## src/rtl/bram_sd_sync.sv

```systemverilog
// Backup-RAM persistence controller: moves save slots between the on-chip backup RAM
// (port B) and the SD save image sector by sector, with auto-save, ack timeout and formatting.
module bram_sd_sync #(
    parameter int           SLOTS       = 4,
    parameter int           SECTORS     = 16,
    parameter int           HDR_WORDS   = 4,
    parameter logic [127:0] HDR         = {16'h5548, 16'h4D42, 16'h8800, 16'h8010, 64'h0},
    parameter int           AS_DELAY    = 21_000_000,
    parameter int           ACK_TIMEOUT = 2_000_000,
    localparam int          SW          = (SECTORS > 1) ? $clog2(SECTORS) : 1,
    localparam int          SLW         = (SLOTS > 1) ? $clog2(SLOTS) : 1
) (
    input  logic           clk_sys,
    input  logic           reset,
    input  logic           ena,
    input  logic [SLW-1:0] slot,
    input  logic           load_req,
    input  logic           save_req,
    input  logic           format_req,
    input  logic           autosave_en,
    input  logic           bram_dirty,
    output logic [31:0]    sd_lba,
    output logic           sd_rd,
    output logic           sd_wr,
    input  logic           sd_ack,
    input  logic [7:0]     sd_buff_addr,
    input  logic [15:0]    sd_buff_dout,
    input  logic           sd_buff_wr,
    output logic [SW+7:0]  ram_addr,
    output logic [15:0]    ram_din,
    output logic           ram_we,
    output logic           loading,
    output logic           busy,
    output logic           dirty,
    output logic           err,
    output logic           done
);

    localparam int ASW = $clog2(AS_DELAY + 1);
    localparam int TW  = (ACK_TIMEOUT > 1) ? $clog2(ACK_TIMEOUT) : 1;

    typedef enum logic [1:0] {IDLE, REQ, XFER, FMT} state_t;

    state_t         state, state_n;
    logic [SW-1:0]  sector, sector_n;
    logic [SLW-1:0] slot_q, slot_n;
    logic           op_rd, op_rd_n;
    logic [TW-1:0]  tcnt, tcnt_n;
    logic [2:0]     fmt_i, fmt_n;
    logic [ASW-1:0] as_cnt;
    logic           rd_n, wr_n, loading_n, err_n, done_n, dirty_n;
    logic           dirty_set, dirty_clr, start_ld, start_sv;
    logic           ld_p0, ld_p1, sv_p0, sv_p1, fm_p0, fm_p1, wr_p0;
    logic           ld_rise, sv_rise, fm_rise, as_go;

    function automatic logic [SLW-1:0] clamp_slot(input logic [SLW-1:0] s);
        if (32'(s) >= SLOTS) return SLW'(SLOTS - 1);
        return s;
    endfunction

    function automatic logic [15:0] hdr_word(input logic [2:0] i);
        logic [15:0] w;
        w = '0;
        for (int k = 0; k < 8; k++)
            if (i == 3'(k)) w = HDR[127-16*k -: 16];
        return w;
    endfunction

    // Request inputs are registered twice so edges are detected one cycle after sampling
    assign ld_rise = ld_p0 & ~ld_p1;
    assign sv_rise = sv_p0 & ~sv_p1;
    assign fm_rise = fm_p0 & ~fm_p1;
    assign as_go   = autosave_en & dirty & (as_cnt == ASW'(AS_DELAY));
    assign sd_lba  = 32'(slot_q) * 32'(SECTORS) + 32'(sector);
    assign busy    = (state != IDLE);

    always_comb begin
        state_n   = state;
        sector_n  = sector;
        slot_n    = slot_q;
        op_rd_n   = op_rd;
        tcnt_n    = tcnt;
        fmt_n     = fmt_i;
        rd_n      = sd_rd;
        wr_n      = sd_wr;
        loading_n = loading;
        err_n     = err;
        done_n    = 1'b0;
        dirty_set = 1'b0;
        dirty_clr = 1'b0;
        start_ld  = 1'b0;
        start_sv  = 1'b0;
        ram_addr  = '0;
        ram_din   = '0;
        ram_we    = 1'b0;
        case (state)
            IDLE: begin
                if (ena) begin
                    if (ld_rise)      start_ld = 1'b1;
                    else if (sv_rise) start_sv = 1'b1;
                    else if (fm_rise) begin
                        fmt_n   = '0;
                        state_n = FMT;
                    end
                    else if (as_go)   start_sv = 1'b1;
                end
                if (start_ld || start_sv) begin
                    slot_n    = clamp_slot(slot);
                    sector_n  = '0;
                    op_rd_n   = start_ld;
                    rd_n      = start_ld;
                    wr_n      = start_sv;
                    loading_n = start_ld;
                    err_n     = 1'b0;
                    tcnt_n    = '0;
                    dirty_clr = start_sv;
                    state_n   = REQ;
                end
            end
            REQ: begin
                if (sd_ack) begin
                    rd_n    = 1'b0;
                    wr_n    = 1'b0;
                    state_n = XFER;
                end else if (tcnt == TW'(ACK_TIMEOUT - 1)) begin
                    rd_n      = 1'b0;
                    wr_n      = 1'b0;
                    loading_n = 1'b0;
                    err_n     = 1'b1;
                    state_n   = IDLE;
                end else begin
                    tcnt_n = tcnt + TW'(1);
                end
            end
            XFER: begin
                ram_addr = {sector, sd_buff_addr};
                ram_din  = sd_buff_dout;
                ram_we   = sd_buff_wr & sd_ack & op_rd;
                // XFER is only entered with sd_ack high, so a low ack here is the falling edge
                if (!sd_ack) begin
                    if (sector == SW'(SECTORS - 1)) begin
                        done_n    = 1'b1;
                        loading_n = 1'b0;
                        dirty_clr = op_rd;
                        state_n   = IDLE;
                    end else begin
                        sector_n = sector + SW'(1);
                        tcnt_n   = '0;
                        rd_n     = op_rd;
                        wr_n     = ~op_rd;
                        state_n  = REQ;
                    end
                end
            end
            FMT: begin
                ram_addr = (SW+8)'(fmt_i);
                ram_din  = hdr_word(fmt_i);
                ram_we   = 1'b1;
                if (fmt_i == 3'(HDR_WORDS - 1)) begin
                    done_n    = 1'b1;
                    dirty_set = 1'b1;
                    state_n   = IDLE;
                end else begin
                    fmt_n = fmt_i + 3'd1;
                end
            end
            default: state_n = IDLE;
        endcase
        dirty_n = (wr_p0 | dirty_set) ? 1'b1 : (dirty_clr ? 1'b0 : dirty);
    end

    always_ff @(posedge clk_sys) begin
        if (reset) begin
            state   <= IDLE;
            sector  <= '0;
            slot_q  <= '0;
            op_rd   <= 1'b0;
            tcnt    <= '0;
            fmt_i   <= '0;
            sd_rd   <= 1'b0;
            sd_wr   <= 1'b0;
            loading <= 1'b0;
            err     <= 1'b0;
            done    <= 1'b0;
            dirty   <= 1'b0;
            as_cnt  <= '0;
            ld_p0   <= 1'b0;
            ld_p1   <= 1'b0;
            sv_p0   <= 1'b0;
            sv_p1   <= 1'b0;
            fm_p0   <= 1'b0;
            fm_p1   <= 1'b0;
            wr_p0   <= 1'b0;
        end else begin
            state   <= state_n;
            sector  <= sector_n;
            slot_q  <= slot_n;
            op_rd   <= op_rd_n;
            tcnt    <= tcnt_n;
            fmt_i   <= fmt_n;
            sd_rd   <= rd_n;
            sd_wr   <= wr_n;
            loading <= loading_n;
            err     <= err_n;
            done    <= done_n;
            dirty   <= dirty_n;
            ld_p0   <= load_req;
            ld_p1   <= ld_p0;
            sv_p0   <= save_req;
            sv_p1   <= sv_p0;
            fm_p0   <= format_req;
            fm_p1   <= fm_p0;
            wr_p0   <= bram_dirty;
            // Idle counter restarts on every core write and parks at AS_DELAY
            if (wr_p0)                            as_cnt <= '0;
            else if (as_cnt != ASW'(AS_DELAY))    as_cnt <= as_cnt + ASW'(1);
        end
    end

endmodule

```

## config.mk

```make
export PLATFORM = sky130hd
export DESIGN_NAME = bram_sd_sync
export DESIGN_NICKNAME = d
export VERILOG_FILES = /design/src/rtl/bram_sd_sync.sv
export SDC_FILE = /design/constraint.sdc
export NUM_CORES = 1
export LEC_CHECK = 0
export BUFFER_PORTS_ARGS = -buffer_cell sky130_fd_sc_hd__buf_2
export CORE_MARGIN = 3
export CORE_UTILIZATION = 54
export DETAILED_ROUTE_END_ITERATION = 10
export GPL_TIMING_DRIVEN = 0
export HOLD_SLACK_MARGIN = 0.03
export PLACE_DENSITY = 0.81
export SKIP_CTS_REPAIR_TIMING = 1
export SYNTH_ARGS = -nofsm -noshare
export SYNTH_HDL_FRONTEND = slang
export SYNTH_SLANG_ARGS = --single-unit
```

## constraint.sdc

```tcl
create_clock -name clk_sys -period 2.4 [get_ports clk_sys]
set_input_delay 0.24 -clock clk_sys [delete_from_list [all_inputs] [get_ports clk_sys]]
set_output_delay 0.24 -clock clk_sys [all_outputs]
set_load 0.02 [all_outputs]
```

* After elaboration in Yosys (flattened, before gate mapping)
Cells that the tools add are included.
** Storage, ports and cells
- Logic and storage cells :: 163
- Input bits :: 36
- Register bits :: 71
** Operators by class
- Muxes and demuxes :: 76
- Bitwise logic cells :: 12
- Reduce and logical (&&, ||, !) cells :: 18
- Equality and inequality tests :: 32
- Add/subtract/negate cells :: 5
** Operators by type and width (number)
- 16-bit 2-to-1 mux :: 7
- 21-bit 2-to-1 mux :: 5
- 21-bit one-hot mux with 3 select lines :: 1
- 1-bit 2-to-1 mux :: 33
- 16-bit one-hot mux with 2 select lines :: 1
- 2-bit inequality test, second input constant :: 13
- 25-bit by 1-bit adder with 25-bit output, second input constant :: 1
- 25-bit == test, second input constant :: 1
- 25-bit inequality test, second input constant :: 1
- 12-bit one-hot mux with 2 select lines :: 1
- 21-bit by 1-bit adder with 21-bit output, second input constant :: 1
- 21-bit == test, second input constant :: 1
- 2-bit 2-to-1 mux :: 9
- 6-bit AND reduction :: 3
- 15-bit 2-to-1 mux :: 1
- 3-bit 2-to-1 mux :: 5
- 3-bit inequality test, second input constant :: 5
- 3-bit == test, second input constant :: 4
- 4-bit 2-to-1 mux :: 3
- 2-bit nonzero test :: 5
- 1-bit one-hot mux with 3 select lines :: 3
- 1-bit one-hot mux with 2 select lines :: 4
- 2-bit one-hot mux with 4 select lines :: 1
- 4-bit one-hot mux with 2 select lines :: 1
- other kinds (21) :: 33

* Longest topological paths before layout
- Word-level depth :: 13
- Gate-level depth with buffers :: 10

* Worst setup path before layout
OpenSTA, ideal clock, no wires.
- Path kind :: reg2reg
- Start point :: register state[0]
- End point :: register tcnt[12]
- Arrival time :: 2072 ps
- Library setup time :: 74 ps
- Period minus slack after synthesis :: 2147 ps
- Slack :: 253 ps
- Cell stages (with the launch flop) :: 10
- Cell sequence :: dfxtp_1 -> inv_1 -> ha_1 -> and2_1 -> nand3_1 -> o311a_1 -> nand2_1 -> buf_2 -> or4b_1 -> a31oi_1
** On the way
- Word-level cells in the longest chain between the ends :: 3
** Ends and longest elaborated chain
- from (decl) :: line 44 : state_t state, state_n;
- from (signal assigned) :: line 195 : state <= state_n;
- 2-bit by 1-bit == test with 1-bit output, or another cell as far along :: line 96 : case (state)
- 2-bit inequality test (no line) or 3-bit nonzero test (tied branches)
- 6-bit AND reduction (no line)
- to (signal assigned) :: line 199 : tcnt <= tcnt_n;
- to (decl) :: line 48 : logic [TW-1:0] tcnt, tcnt_n;
Several ways; a longest one is shown, not always the timed one.
A chain may end at the register's enable or synchronous reset.

* Worst setup path in the final report
- Start point :: register state[0]
- End point :: register tcnt[16]
Same word-level chain as after synthesis.

==> run summary <==
The register bit total from synthesis was 71. The area of the mapped netlist was 4230 sq um; the clock period minus final worst setup slack was 2260 ps. The transition time of the tightest slew-check pin is 558 ps. The total power density per cell area works out to 790 nW/um^2. The max-slew violation total from the final report was 0; the residual DRC count was 0. Data on the critical path is required at its endpoint by 2690 ps. The tools report the type of origin of the critical path as a flop. Global routing used 4.94% of the available met3 tracks.

The synthesized netlist devotes 3.93% of its cell area to XOR and XNOR gates. After Yosys synthesis, full adders, half adders and majority gates account for 4.14% of the synthesized area. Number of buffers added by the clock tree synthesis step: 9. The row count came out at 31.

The synthesized netlist devotes 15.4% of its cell area to compound gates. Of the total power, combinational logic draws 39.6%. In this run, synthesis inferred 0 flip-flops with an integrated enable. The detailed router finished its first iteration with 300 violations. Once the floorplan was initialized, standard cells occupied 57.1% of the core. Detailed routing inserted a total of 4151 vias. The filler cells instantiated in the layout total 616.

The detailed-placement wirelength estimate was 7930 um. For this design the total switching power over the nets is 0.00158 W. The tools report the placeable core region as 7410 sq um.

Critical path class: flop to flop. The area growth from synthesis to layout is 21.5%. The clock-pin slew reported for the worst setup and hold paths after clock tree synthesis came out at 80 ps. The setup TNS after final layout is 0 ps.

Summing all flip-flop and latch instances after layout gives 1420 sq um. TritonCTS built the clock tree. The mean cell area of the mapped netlist is 8.10 sq um, and the post-synthesis async set-or-reset flop share is 0%. Along the worst path, the maximum fanout reaches 10.

The logs give 722 for the cell count after placement and 10800 um for the final wirelength. Global routing consumed, on the met2 layer, 41.8% of the routing resources. The count of buffers added on input and output ports is 76.

The min-delay analysis places its worst path in the category input pin to flop. The floorplan step defined a die boundary enclosing 8930 sq um. The register area share after synthesis was 33.6%.

The die is 94.5 um wide. Summing all multi-input logic gate instances after layout gives 2570 sq um. For the arrival time of data at the critical path endpoint, the log shows 2550 ps. The run finished with clean final reports. At the later pin of the worst-skew pair, clock insertion delay measures 350 ps. Measured along the y axis, the die boundary spans 94.5 um. Summing the areas of all and, or, nand and nor instances in the mapped netlist gives 32.7% of the synthesized area. Entering global routing, the biggest net connects 14 pins. Among all flip-flop cells after synthesis, the most frequent one is sky130_fd_sc_hd__dfxtp_1. Counting along the longest clock path gives a buffer depth of 2. Overall power consumption after layout is estimated at 0.00406 W. The finished layout holds 740 standard cells, fillers aside. The final critical path takes up 94.3% of the cycle.

The hold violation count in the final report is 0. The routed wire length per instance is 14.6 um, and the headroom to the max-slew limit is 62.8%. The number of vias per cell after detailed routing works out to 5.61. The tree is rooted in a sky130_fd_sc_hd__clkbuf_8. For the reported max-cap violation count, the log shows 0.

The first-pass iteration count of the detailed router is 5. The I/O pin total came out at 104. In the final layout, the share of cells above drive strength 1 is 22.9%. The initial antenna violation count came out at 0.

Before CTS, the worst setup slack after placement is -157 ps. The first global-routing pass estimated 17600 um of wire. In the synthesized netlist, the number of instances is 522. The worst clock skew on the final layout came out at 6.74 ps. The leakage power of the design is 2.13 nW, and the total setup violations reported at the end of the flow is 0.

By area, the combinational part of the netlist is dominated by simple AND/OR/NAND/NOR gates. The number of antenna-violating nets in the routed design is 0, and the antenna diode count is 0. met2 is the most crowded layer. In the post-synthesis netlist, the biggest area contributors are sky130_fd_sc_hd__dfxtp_1, sky130_fd_sc_hd__buf_4, sky130_fd_sc_hd__nand2_1, sky130_fd_sc_hd__ha_1, sky130_fd_sc_hd__nand3_1. Remaining global-route overflow: 0. Counting distinct cell types in the post-synthesis netlist gives 63. The number of warnings printed during yosys synthesis was 0.

The placer's final routability congestion estimate was 0.944. Global routing used 24.3% of the available tracks. For the highest clock rate, the log shows 442 MHz.

The cell internal power dissipation came out at 0.00248 W. The tools report the H-tree level count as 3. The worst voltage drop across the vdd grid came out at 0.000604 V.

In this run the biggest area consumer among cell types represents 33.6% of the synthesized area. The leading area contributor after synthesis was sky130_fd_sc_hd__dfxtp_1. Measured on the finished design, the core utilization comes to 69.4%.

The post-synthesis mux area share is 1.42%, and the net count reported at finish is 686. The run gives 3896 as the via count of the first global-routing pass. The portion of total power attributed to sequential cells is 31.5%, and the worst setup slack after layout is 137 ps. For the number of clock sinks seen by CTS, the log shows 71.

STA classifies the critical path endpoint as a flop. The met1 usage in global routing is 30.9%, and the part of the power in the clock network is 28.8%. The switching share of power came out at 39.0%.
## placed cells by master (no fill, tap or decap), drive strengths merged, types with 16 or more instances in the layout
master / n
nand3: 34
nor2: 44
nand2: 48
a21oi: 28
inv: 20
buf: 110
clkbuf: 28
o21ai: 16
dfxtp: 71
conb: 26
and2: 20
## routing by layer
metal	wire, um	vias to the layer above
li1	-	2059
met5	0	-
met4	116	0
met2	5410	122
met3	619	10
met1	4670	1960
## power by group through the flow
stage | sequential [W] | combinational [W] | clock, W
5_1_grt | 0.00129 | 0.00176 | 0.00124
3_5_place_dp | 0.00131 | 0.00152 | 0
6_report | 0.00128 | 0.00161 | 0.00117
3_3_place_gp | 0.00130 | 0.00149 | 0
4_1_cts | 0.00128 | 0.00153 | 0.00118
2_1_floorplan | 0.00132 | 0.00107 | 0
## per-stage QoR
stage               hold slack [ps]  area, sq um
floorplan                       368         4320
global placement                448         4830
detailed placement              454         4830
CTS                            88.2         5070
global route                    110         5140
finish                         92.5         5140
## final cells by class
| cell class | instances | share of cell area [%] |
|---|---|---|
| clock buffer | 9 | 2.41 |
| tap | 99 | 2.41 |
| inverter | 19 | 1.39 |
| multi-input combinational | 406 | 50.0 |
| clock inverter | 7 | 2.34 |
| timing repair buffer | 79 | 7.84 |
| sequential | 71 | 27.7 |
| buffer | 50 | 5.89 |
## sequential cells by signal (all words and copies together) (netlist names)
signal and flops:
wr_p0 1, slot_q 2, fm_p0 1, as_cnt 25, done 1, sv_p1 1, fm_p1 1, state 2
op_rd 1, ld_p1 1, sv_p0 1, tcnt 21, sector 4, fmt_i 3, dirty 1, loading 1
ld_p0 1, sd_wr 1, sd_rd 1, err 1
## cells by family (layout without fill, tap and decap cells)
family | count (synthesis) | after routing
AO/OA/AOI/OAI | 95 | 95
XOR/XNOR | 19 | 19
adder cells (fa/ha/maj) | 14 | 14
buffers and inverters | 70 | 164
flip-flops | 71 | 71
multiplexers | 6 | 6
other | 1 | 26
AND/OR/NAND/NOR | 246 | 246
## worst paths after layout
check                         from                     to  slack, ps  cells after the start
max          state[0]$_SDFFE_PP0P_  tcnt[16]$_SDFFE_PP0P_        140                      8
max reg2reg  state[0]$_SDFFE_PP0P_  tcnt[16]$_SDFFE_PP0P_        140                      8
min                       load_req       ld_p0$_SDFF_PP0_         90                      2
min reg2reg       sv_p0$_SDFF_PP0_       sv_p1$_SDFF_PP0_        470                      1
## synthesized netlist by cell type (8+ instances only)
| library cell | number |
|---|---|
| sky130_fd_sc_hd__inv_1 | 19 |
| sky130_fd_sc_hd__a21oi_1 | 28 |
| sky130_fd_sc_hd__o21ai_0 | 12 |
| sky130_fd_sc_hd__nand4_1 | 15 |
| sky130_fd_sc_hd__xor2_1 | 15 |
| sky130_fd_sc_hd__nand3_1 | 34 |
| sky130_fd_sc_hd__dfxtp_1 | 71 |
| sky130_fd_sc_hd__buf_4 | 26 |
| sky130_fd_sc_hd__or4b_1 | 8 |
| sky130_fd_sc_hd__ha_1 | 14 |
| sky130_fd_sc_hd__clkbuf_1 | 20 |
| sky130_fd_sc_hd__and2_1 | 20 |
| sky130_fd_sc_hd__nand2b_1 | 8 |
| sky130_fd_sc_hd__nor2b_1 | 10 |
| sky130_fd_sc_hd__nand2_1 | 48 |
| sky130_fd_sc_hd__a31oi_1 | 14 |
| sky130_fd_sc_hd__nor2_1 | 44 |
## critical path: stages, from the launching register on
cell and delay [ps]:
sky130_fd_sc_hd__dfxtp_2 350, sky130_fd_sc_hd__inv_1 80, sky130_fd_sc_hd__ha_1 180, sky130_fd_sc_hd__clkbuf_1 390, sky130_fd_sc_hd__o311a_1 250, sky130_fd_sc_hd__nand2_1 80
sky130_fd_sc_hd__buf_4 180, sky130_fd_sc_hd__or4b_1 510, sky130_fd_sc_hd__a31oi_1 170
No activity file was read; power rests on OpenSTA's default activity.
